[config.mk]
export PLATFORM = sky130hd
export DESIGN_NAME = kbd_mode_ctrl
export DESIGN_NICKNAME = d
export VERILOG_FILES = /design/src/rtl/kbd_mode_ctrl.sv
export SDC_FILE = /design/constraint.sdc
export NUM_CORES = 1
export LEC_CHECK = 0
export BUFFER_PORTS_ARGS = -buffer_cell sky130_fd_sc_hd__buf_2
export CAP_MARGIN = 40
export CELL_PAD_IN_SITES_DETAIL_PLACEMENT = 0
export CELL_PAD_IN_SITES_GLOBAL_PLACEMENT = 1
export CORE_ASPECT_RATIO = 0.8
export CORE_UTILIZATION = 35
export DETAILED_ROUTE_END_ITERATION = 6
export HOLD_SLACK_MARGIN = 0.08
export PLACE_DENSITY_LB_ADDON = 0.1
export RECOVER_POWER = 25
export REMOVE_ABC_BUFFERS = 1
export SLEW_MARGIN = 20
export SYNTH_ARGS = -nofsm -noshare
export SYNTH_HDL_FRONTEND = slang
export SYNTH_SLANG_ARGS = --single-unit
[constraint.sdc]
create_clock -name CLOCK_50 -period 6.55 [get_ports CLOCK_50]
set_input_delay 0.3275 -clock CLOCK_50 [delete_from_list [all_inputs] [get_ports CLOCK_50]]
set_output_delay 0.3275 -clock CLOCK_50 [all_outputs]
set_load 0.05 [all_outputs]
[src/rtl/kbd_mode_ctrl.sv]
// kbd_mode_ctrl: filters PS/2 bytes, keeps a one-hot editor mode and forwards make codes to the active editor.
// Define MODE_TIMEOUT_EN to build the edit-mode inactivity timeout.
module kbd_mode_ctrl #(
  parameter int unsigned            NUM_MODES   = 4,
  parameter logic [NUM_MODES*8-1:0] MODE_KEYS   = {8'h3A, 8'h32, 8'h4B, 8'h35},
  parameter int unsigned            HOLD_IDX    = 3,
  parameter int unsigned            BLINK_HALF  = 1_250_000,
  parameter int unsigned            TIMEOUT_CYC = 500_000_000
) (
  input  logic                 CLOCK_50,
  input  logic                 nReset,
  input  logic [7:0]           data,
  input  logic                 data_en,
  input  logic                 hold_ok,
  input  logic                 hold_en,
  output logic [NUM_MODES:0]   mode,
  output logic [7:0]           key_code,
  output logic                 key_ext,
  output logic                 key_valid,
  output logic                 start,
  output logic                 abort,
  output logic [NUM_MODES-1:0] led
);

  localparam logic [7:0] BRK_CODE   = 8'hF0;
  localparam logic [7:0] EXT_CODE   = 8'hE0;
  localparam logic [7:0] ENTER_CODE = 8'h5A;
  localparam logic [7:0] ESC_CODE   = 8'h76;

  localparam int unsigned            BW         = $clog2(BLINK_HALF);
  localparam logic [BW-1:0]          BLINK_LAST = BW'(BLINK_HALF - 1);
  localparam logic [NUM_MODES:0]     IDLE_OH    = {{NUM_MODES{1'b0}}, 1'b1};
  localparam logic [NUM_MODES-1:0]   HOLD_LED   = {{(NUM_MODES-1){1'b0}}, 1'b1} << HOLD_IDX;

  logic [NUM_MODES:0]   mode_q, mode_d;
  logic                 brk_pend_q, brk_pend_d;
  logic                 ext_pend_q, ext_pend_d;
  logic                 hold_en_q, hold_en_d;
  logic [BW-1:0]        blink_cnt_q, blink_cnt_d;
  logic                 blink_q, blink_d;
  logic [7:0]           key_code_q, key_code_d;
  logic                 key_ext_q, key_ext_d;
  logic                 key_valid_q, key_valid_d;
  logic                 start_q, start_d;
  logic                 abort_q, abort_d;
  logic [NUM_MODES-1:0] led_q, led_d;

  logic                 make;
  logic                 make_ext;
  logic                 hold_fall;
  logic                 state_legal;
  logic                 in_idle;
  logic                 in_hold;
  logic                 in_edit;
  logic                 mode_change;
  logic                 abort_evt;
  logic                 fwd_evt;
  logic                 timeout_hit;
  logic [NUM_MODES-1:0] key_hit;
  logic [NUM_MODES-1:0] key_sel;

  // Byte filter: a pending break swallows the next byte together with any E0 prefix.
  always_comb begin
    brk_pend_d = brk_pend_q;
    ext_pend_d = ext_pend_q;
    hold_en_d  = hold_en;
    make       = 1'b0;
    make_ext   = ext_pend_q;
    if (data_en) begin
      if (brk_pend_q) begin
        brk_pend_d = 1'b0;
        ext_pend_d = 1'b0;
      end else if (data == BRK_CODE) begin
        brk_pend_d = 1'b1;
      end else if (data == EXT_CODE) begin
        ext_pend_d = 1'b1;
      end else begin
        make       = 1'b1;
        ext_pend_d = 1'b0;
      end
    end
  end

  assign hold_fall = hold_en_q & ~hold_en;

  // Duplicate table entries resolve to the lowest matching index.
  generate
    for (genvar gi = 0; gi < NUM_MODES; gi++) begin : g_key
      assign key_hit[gi] = (data == MODE_KEYS[8*gi +: 8]);
      if (gi == 0) begin : g_first
        assign key_sel[gi] = key_hit[gi];
      end else begin : g_rest
        assign key_sel[gi] = key_hit[gi] & ~(|key_hit[gi-1:0]);
      end
    end
  endgenerate

  assign state_legal = $onehot(mode_q);
  assign in_idle     = state_legal & mode_q[0];
  assign in_hold     = state_legal & mode_q[HOLD_IDX+1];
  assign in_edit     = state_legal & ~mode_q[0] & ~mode_q[HOLD_IDX+1];

  always_ff @(posedge CLOCK_50 or negedge nReset) begin
    if (!nReset) begin
      mode_q <= IDLE_OH;
    end else begin
      mode_q <= mode_d;
    end
  end

  always_comb begin
    mode_d    = mode_q;
    abort_evt = 1'b0;
    fwd_evt   = 1'b0;
    if (!state_legal) begin
      mode_d = IDLE_OH;
    end else if (in_idle) begin
      if (make && (|key_sel) && (!key_sel[HOLD_IDX] || hold_ok)) begin
        mode_d = {key_sel, 1'b0};
      end
    end else if (in_hold) begin
      if (make && (data == ESC_CODE)) begin
        mode_d    = IDLE_OH;
        abort_evt = 1'b1;
      end else if (hold_fall) begin
        mode_d = IDLE_OH;
      end
    end else if (in_edit) begin
      if (make && (data == ENTER_CODE)) begin
        mode_d = IDLE_OH;
      end else if (make && (data == ESC_CODE)) begin
        mode_d    = IDLE_OH;
        abort_evt = 1'b1;
      end else if (make) begin
        fwd_evt = 1'b1;
      end else if (timeout_hit) begin
        mode_d    = IDLE_OH;
        abort_evt = 1'b1;
      end
    end
  end

  assign mode_change = (mode_d != mode_q);

  // Blink phase restarts on every mode change so a freshly entered mode always starts dark.
  always_comb begin
    blink_cnt_d = blink_cnt_q + 1'b1;
    blink_d     = blink_q;
    if (mode_change) begin
      blink_cnt_d = '0;
      blink_d     = 1'b0;
    end else if (blink_cnt_q == BLINK_LAST) begin
      blink_cnt_d = '0;
      blink_d     = ~blink_q;
    end
  end

`ifdef MODE_TIMEOUT_EN
  localparam logic [31:0] TIMEOUT_LAST = 32'(TIMEOUT_CYC - 1);

  logic [31:0] to_cnt_q, to_cnt_d;
  logic        edit_d;

  assign edit_d      = ~mode_d[0] & ~mode_d[HOLD_IDX+1];
  assign timeout_hit = in_edit & ~data_en & (to_cnt_q == TIMEOUT_LAST);

  always_comb begin
    to_cnt_d = to_cnt_q + 32'd1;
    if (!edit_d || data_en || mode_change) begin
      to_cnt_d = '0;
    end
  end

  always_ff @(posedge CLOCK_50 or negedge nReset) begin
    if (!nReset) begin
      to_cnt_q <= '0;
    end else begin
      to_cnt_q <= to_cnt_d;
    end
  end
`else
  // The limit is meaningless without the counter.
  logic unused_timeout_cfg;
  assign unused_timeout_cfg = ^TIMEOUT_CYC;
  assign timeout_hit        = 1'b0;
`endif

  always_comb begin
    key_code_d  = key_code_q;
    key_ext_d   = key_ext_q;
    key_valid_d = fwd_evt;
    if (fwd_evt) begin
      key_code_d = data;
      key_ext_d  = make_ext;
    end
    abort_d = abort_evt;
    start_d = mode_d[HOLD_IDX+1];
    if (mode_d[HOLD_IDX+1]) begin
      led_d = HOLD_LED;
    end else begin
      led_d = ~(mode_d[NUM_MODES:1] & {NUM_MODES{~blink_d}});
    end
  end

  always_ff @(posedge CLOCK_50 or negedge nReset) begin
    if (!nReset) begin
      brk_pend_q  <= 1'b0;
      ext_pend_q  <= 1'b0;
      hold_en_q   <= 1'b0;
      blink_cnt_q <= '0;
      blink_q     <= 1'b0;
      key_code_q  <= '0;
      key_ext_q   <= 1'b0;
      key_valid_q <= 1'b0;
      start_q     <= 1'b0;
      abort_q     <= 1'b0;
      led_q       <= '1;
    end else begin
      brk_pend_q  <= brk_pend_d;
      ext_pend_q  <= ext_pend_d;
      hold_en_q   <= hold_en_d;
      blink_cnt_q <= blink_cnt_d;
      blink_q     <= blink_d;
      key_code_q  <= key_code_d;
      key_ext_q   <= key_ext_d;
      key_valid_q <= key_valid_d;
      start_q     <= start_d;
      abort_q     <= abort_d;
      led_q       <= led_d;
    end
  end

  assign mode      = mode_q;
  assign key_code  = key_code_q;
  assign key_ext   = key_ext_q;
  assign key_valid = key_valid_q;
  assign start     = start_q;
  assign abort     = abort_q;
  assign led       = led_q;

endmodule

==> impl_metrics.env, run 1 <==
export IMPL_worst_ir_drop_vdd_mv=0.196
export IMPL_worstHoldPathType="input port to flip-flop"
export IMPL_syn_instance_count=229
export IMPL_port_buffer_count=33
export IMPL_critical_path_slowest_cell="or4_4"
export IMPL_postRouteAntennaNets=0
export IMPL_synth_lib_cells_used_distinct=58
export IMPL_syn_avg_cell_area_um2=10.3
export IMPL_floorplan_die_height_um=75.5
export IMPL_grt_ovfl_total=0
export IMPL_hold_path_startpoint="hold_en"
export IMPL_synth_largest_area_cell="dfrtp_1"
export IMPL_critPathLaunch="mode[0]"
export IMPL_post_synth_top_area_fraction=0.423
export IMPL_numCtsBuffers=5
export IMPL_synth_area_leaders="dfrtp_1 (42%), dfstp_2 (5.6%), xor2_1 (4.8%)"
export IMPL_fmax_mhz=236
export IMPL_cp_slowest_stage_delay_ns=0.58
export IMPL_clock_path_buffers=2
export IMPL_ys_seq_elements=45
export IMPL_finalWeightedCongestion=0.850
export IMPL_final_layout_size_suffix_gt1_frac=0.216
export IMPL_core_area_um2=6440
export IMPL_p_r_area_growth_vs_syn_pct=12.9
export IMPL_synth_top_cells_by_count="dfrtp_1 (40), nor2_1 (26), inv_1 (17), xor2_1 (13)"
export IMPL_finalNetCount=281
export IMPL_die_width_um=93.9
export IMPL_cap_violations=0
export IMPL_holdWs_ns=0.181
export IMPL_worstPathMaxFanout=12
export IMPL_antenna_diode_count=0
export IMPL_layout_min_cycle_time_ns=4.24
export IMPL_status="finished clean"
export IMPL_first_global_vias=1684
export IMPL_critPathRequiredTime_ns=6.76
export IMPL_top_level_ports=34
export IMPL_cp_start_kind="flip-flop"
export IMPL_tritoncts_clock_tree="yes"
export IMPL_critPathArrivalTime_ns=4.44
export IMPL_clock_tree_htree_level_count=2
export IMPL_fraction_of_registers_with_async_set_reset=1.00
export IMPL_drt_pre_antenna_iters=4
export IMPL_floorplan_initialDensity=0.367
export IMPL_design_die_area_um2=7090
export IMPL_design_power_total_mw=0.970
export IMPL_drc_violations=0
export IMPL_grtUsageTotal=0.162
export IMPL_relative_slew_slack=0.0544
export IMPL_clock_root_buffer_master="clkbuf_8"
export IMPL_setup_tns_ns=0
export IMPL_routedWlPerCell_um=14.9
export IMPL_most_frequent_cell_after_synthesis="dfrtp_1"
export IMPL_timing_max_transition_violations_final=0
export IMPL_grt_setup_unrepaired="false"
export IMPL_synth_seq_area_share=0.479
export IMPL_ys_warn_count=0
export IMPL_syn_cell_area_um2=2360
export IMPL_totalWireLength_mm=5.20
export IMPL_cts_sink_count=45
export IMPL_detailroute_via_count=1807
export IMPL_static_leakage_power_nw=1.26
export IMPL_p_per_area_nw_per_um2=363
export IMPL_rr_startpoint="mode[0]"
export IMPL_detailedRoute_firstIterationViolations=118
export IMPL_path_clk_slew_ns=0.07
export IMPL_grt_max_degree=28
export IMPL_antenna_found_initial=0
export IMPL_crit_chain="inv_1 -> fa_1 -> fa_1 -> inv_1 -> ha_1 -> or4_4 -> a21oi_1 -> nand2_1 -> a22oi_1 -> nand4_1 -> or2_1 -> nor2_1"
export IMPL_min_period_over_period=0.647
export IMPL_worstSetupPathType="flip-flop to flip-flop"
export IMPL_row_count=26
export IMPL_via_per_inst=5.19
export IMPL_setup_worst_path_end_class="flip-flop"
export IMPL_finClkSkew_ns=0.00857
export IMPL_grt_pass1_wl_mm=8.69
export IMPL_clk_insertion_delay_late_ns=0.29
export IMPL_final_core_util=0.415
export IMPL_detailedPlacementHpwl_mm=3.88
export IMPL_synth_main_ff_cell="dfrtp_1"
export IMPL_hold_viol=0
export IMPL_setup_viol_count_final=0
export IMPL_synth_edf_count=0
export IMPL_max_slew_worst_pin_slew_ns=1.42
flip-flops by register name (all words and copies together) (netlist names):
register,cells
ext_pend_q,1
abort,1
key_ext,1
blink_cnt_q,21
led,4
key_valid,1
hold_en_q,1
brk_pend_q,1
blink_q,1
key_code,8
mode,5
through the flow:
step / cells / worst slack [ns] / instance area, um^2
after floorplan: 222 / 2.66 / 2300
after global placement: 339 / 2.32 / 2570
after detailed placement: 340 / 2.31 / 2590
after CTS: 348 / 2.28 / 2690
after global routing: 348 / 1.91 / 2670
final: 348 / 2.31 / 2670
per-layer routing:
| layer | vias to the layer above | wire (um) | global-route usage |
|---|---|---|---|
| met5 | - | 0 | 0 |
| met4 | 0 | 42 | 0.0444 |
| met3 | 6 | 260 | 0.0359 |
| met2 | 57 | 2000 | 0.217 |
| met1 | 859 | 2900 | 0.257 |
| li1 | 885 | - | - |
cell families (layout without fill, tap and decap cells):
logic type | Yosys count | after routing | synth area share
AOI/OAI and AO/OA | 35 | 35 | 0.102
and+or+nand+nor | 94 | 94 | 0.227
adders and majority gates | 4 | 4 | 0.0275
muxes | 6 | 6 | 0.0365
DFF | 45 | 45 | 0.479
xor gates and xnor gates | 20 | 20 | 0.0741
other | 1 | 1 | 0.00159
buffers and inverters | 24 | 59 | 0.0529
placed cells by master (no fill, tap or decap), drive strengths merged, types with 3 or more instances in the layout:
cell type	Yosys	routed
a21oi	8	8
a31oi	4	4
and3	4	4
buf	7	30
clkbuf	0	11
dfrtp	40	40
dfstp	5	5
inv	17	17
mux2	6	6
nand2	12	12
nand3	12	12
nand4	7	7
nand4bb	3	3
nor2	26	26
nor3	4	4
nor4b	3	3
o21ai	7	7
or2	3	3
or4	3	3
xnor2	7	7
xor2	13	13
path summary, 6_finish.rpt:
kind,to,slack [ns],depth (start not counted)
worst max register to register,blink_cnt_q[17],2.31,12
worst min-delay path,hold_en_q,0.18,1
max in group asynchronous,blink_cnt_q[20],3.96,3
worst min register to register,blink_cnt_q[0],0.45,1
min in group asynchronous,key_code[4],0.74,2
worst max-delay path,blink_cnt_q[17],2.31,12
layout make-up:
| type | count | area (um^2) |
|---|---|---|
| Fill cell | 652 | 3770 |
| Timing Repair Buffer | 35 | 175 |
| Inverter | 17 | 63.8 |
| Sequential cell | 45 | 1130 |
| Multi-Input combinational cell | 160 | 1110 |
| Tap cell | 84 | 105 |
| Clock buffer | 7 | 86.3 |
critical path: cells and delay by family (launching register included):
family                     cells  cell delay (ns)
and+or+nand+nor                5             1.87
buffers and inverters          2             0.13
DFF                            1             0.57
adders and majority gates      3             1.13
AOI/OAI and AO/OA              2             0.46
timing repair:
item                      4_1_cts  5_1_grt
hold endpoints to repair       17        0
gates resized for setup         0        0
setup buffers                   0        0
hold buffers                    1        0
power by group:
group / switching (mW) / leakage, nW / internal (mW)
combinational: 0.288 / 0.629 / 0.133
sequential: 0.0407 / 0.586 / 0.340
clock: 0.0849 / 0.0443 / 0.0837
(Power assumes the default switching activity.)
==> run 2, diff against run 1 <==
clock period = 3.43 ns   (was 6.55 ns; I/O delays follow)
==> run 2 against run 1 <==
Effect of this change:
- the flow now finishes with violations (capacitance limit, slew limit, setup timing)
- clock power up 120%
- critical path depth fell by 3
- register-to-register slack lost 2.3 ns
- first-iteration DRC count decreased by 20%
==> impl_metrics.env, run 2 (synthesis results as in run 1) <==
export IMPL_status="finished, violations left"
export IMPL_violations="capacitance limit, slew limit, setup timing"
export IMPL_cellInternalPower_mw=1.34
export IMPL_rr_startpoint="mode[0]"
export IMPL_grt_pass1_wl_mm=9.71
export IMPL_hold_depth=2
export IMPL_detailedPlacementHpwl_mm=4.08
export IMPL_setup_worst_path_end_class="flip-flop"
export IMPL_finalWeightedCongestion=0.793
export IMPL_core_area_um2=6440
export IMPL_worstPathMaxFanout=5
export IMPL_cp_slowest_stage_delay_ns=0.58
export IMPL_grt_max_degree=30
export IMPL_grt_ovfl_total=0
export IMPL_via_per_inst=5.22
export IMPL_port_buffer_count=33
export IMPL_regToRegEndpoint="key_code[0]"
export IMPL_globalRouteMet2Util=0.267
export IMPL_relative_slew_slack=-0.0416
export IMPL_clock_root_buffer_master="clkbuf_8"
export IMPL_design_die_area_um2=7090
export IMPL_worst_r2r_setup_slack_ns=-0.02
export IMPL_final_critical_path_setup_slack_ns=-0.0213
export IMPL_antenna_diode_count=0
export IMPL_design_power_total_mw=2.27
export IMPL_cp_start_kind="flip-flop"
export IMPL_grt_busiest_layer="met1"
export IMPL_final_layout_size_suffix_gt1_frac=0.371
export IMPL_cap_violations=1
export IMPL_critPathRequiredTime_ns=3.62
export IMPL_p_r_area_growth_vs_syn_pct=29.1
export IMPL_timing_hold_worst_endpoint="key_code[7]"
export IMPL_drt_pre_antenna_iters=4
export IMPL_hold_path_startpoint="data[7]"
export IMPL_commonest_non_fill_non_tap_cell_in_the_layout="dfrtp_1"
export IMPL_groute_layer_met3_usage=0.0409
export IMPL_hold_viol=0
export IMPL_setup_viol_count_final=5
export IMPL_worstSetupPathType="flip-flop to flip-flop"
export IMPL_grtUsageTotal=0.184
export IMPL_finClkSkew_ns=0.00419
export IMPL_critPathBufInv=2
export IMPL_grt_setup_unrepaired="true"
export IMPL_max_slew_worst_pin_slew_ns=1.56
export IMPL_critPathArrivalTime_ns=3.64
export IMPL_path_clk_slew_ns=0.08
export IMPL_first_global_vias=1871
export IMPL_antenna_found_initial=0
export IMPL_swShare=0.410
export IMPL_static_leakage_power_nw=1.43
export IMPL_clock_tree_htree_level_count=2
export IMPL_clk_insertion_delay_late_ns=0.30
export IMPL_clock_power_share=0.161
export IMPL_top_level_ports=34
export IMPL_worst_ir_drop_vdd_mv=0.352
export IMPL_fmax_mhz=290
export IMPL_holdWs_ns=0.191
export IMPL_crit_family="simple AND/OR/NAND/NOR gates"
export IMPL_netSwitchingPower_mw=0.931
export IMPL_critical_path_slowest_cell="or4_4"
export IMPL_routedWlPerCell_um=16.1
export IMPL_detailedRoute_firstIterationViolations=94
export IMPL_numCtsBuffers=5
export IMPL_row_count=26
export IMPL_min_period_over_period=1.01
export IMPL_mostFrequentLayoutCells="dfrtp_1 (40), buf_2 (30), nor2_1 (21)"
export IMPL_totalWireLength_mm=6.04
export IMPL_tritoncts_clock_tree="yes"
export IMPL_drc_violations=0
export IMPL_crit_chain="inv_2 -> fa_1 -> fa_2 -> inv_2 -> ha_4 -> or4_4 -> or4_4 -> a41o_4 -> mux2_4"
export IMPL_worstHoldPathType="input port to flip-flop"
export IMPL_p_per_area_nw_per_um2=743
export IMPL_largest_register_by_flop_count="blink_cnt_q"
export IMPL_timing_max_transition_violations_final=30
export IMPL_final_area_um2=3050
export IMPL_placement_cell_area_um2=2740
export IMPL_met1_usage=0.271
export IMPL_power_frac_seq=0.316
export IMPL_floorplan_die_height_um=75.5
export IMPL_floorplan_initialDensity=0.367
export IMPL_cts_sink_count=45
export IMPL_finalNetCount=307
export IMPL_postRouteAntennaNets=0
export IMPL_worst_r2r_cell_count=9
export IMPL_clock_path_buffers=2
export IMPL_die_width_um=93.9
export IMPL_detailroute_via_count=1958
export IMPL_layout_min_cycle_time_ns=3.45
export IMPL_flip_flop_count_of_the_largest_register_after_layout=21
export IMPL_share_comb_of_total_power=0.523
run 2: cell types whose count changed in the layout (fill, tap and decap cells not counted), moves of 3 or more:
cell,change
a21oi_1,-4
a21oi_2,+3
buf_4,+20
nor2_1,-5
nor2_2,+5
run 2: worst max path at each step:
| stage | from | to | slack (ns) | cells past startpoint |
|---|---|---|---|---|
| floorplan | mode[0] | blink_cnt_q[12] | -0.46 | 12 |
| CTS | mode[0] | led[1] | 0.006 | 12 |
| detailed placement | mode[0] | key_code[0] | -0.26 | 9 |
| global placement | mode[0] | key_code[1] | -0.24 | 9 |
| global route | mode[0] | blink_cnt_q[20] | -0.14 | 13 |
| finish | mode[0] | key_code[0] | -0.02 | 9 |
run 2: power groups by stage:
stage / logic [mW] / clock network (mW) / registers [mW]
floorplan: 0.360 / 0 / 0.983
global placement: 0.993 / 0 / 0.723
detailed placement: 0.994 / 0 / 0.726
CTS: 1.05 / 0.380 / 0.716
global route: 1.27 / 0.409 / 0.732
finish: 1.19 / 0.365 / 0.717
run 2: area by class of cell:
| class | count | area (um^2) |
|---|---|---|
| Fill cell | 647 | 3390 |
| Multi-Input combinational cell | 162 | 1280 |
| Sequential cell | 45 | 1130 |
| Timing Repair Buffer | 59 | 368 |
| Tap cell | 84 | 105 |
| Clock buffer | 7 | 96.3 |
| Inverter | 17 | 63.8 |
| Clock inverter | 1 | 5.00 |
run 2: what timing repair did:
action | 4_1_cts | 5_1_grt
hold buffers | 3 | 0
gates resized for setup | 6 | 30
setup buffers | 0 | 2
cloned | 2 | 0
pin swaps | 3 | 10
hold endpoints to repair | 17 | 0
setup endpoints to repair | 24 | 33
run 2: metal layers:
layer  vias to the layer above  wire (um)
li1                        942          -
met1                       944       3110
met2                        66       2510
met3                         6        349
met4                         0         63
met5                         -          0
run 2: stage by stage:
step	utilization	setup slack, ns	TNS (ns)	std cells
after floorplan	-	-0.461	-10.15	222
after global placement	0.423	-0.240	-3.83	359
after detailed placement	0.426	-0.262	-4.06	360
after CTS	0.454	0.00605	0	373
after global routing	0.474	-0.144	-2.31	375
final	0.474	-0.0213	-0.102	375
run 2: worst register-to-register path: cells and delay by family, from the launching register on:
kind	cells	cell delay [ns]
and+or+nand+nor	2	1.07
adders and majority gates	3	1.02
DFF	1	0.54
AOI/OAI and AO/OA	1	0.31
muxes	1	0.30
buffers and inverters	2	0.11
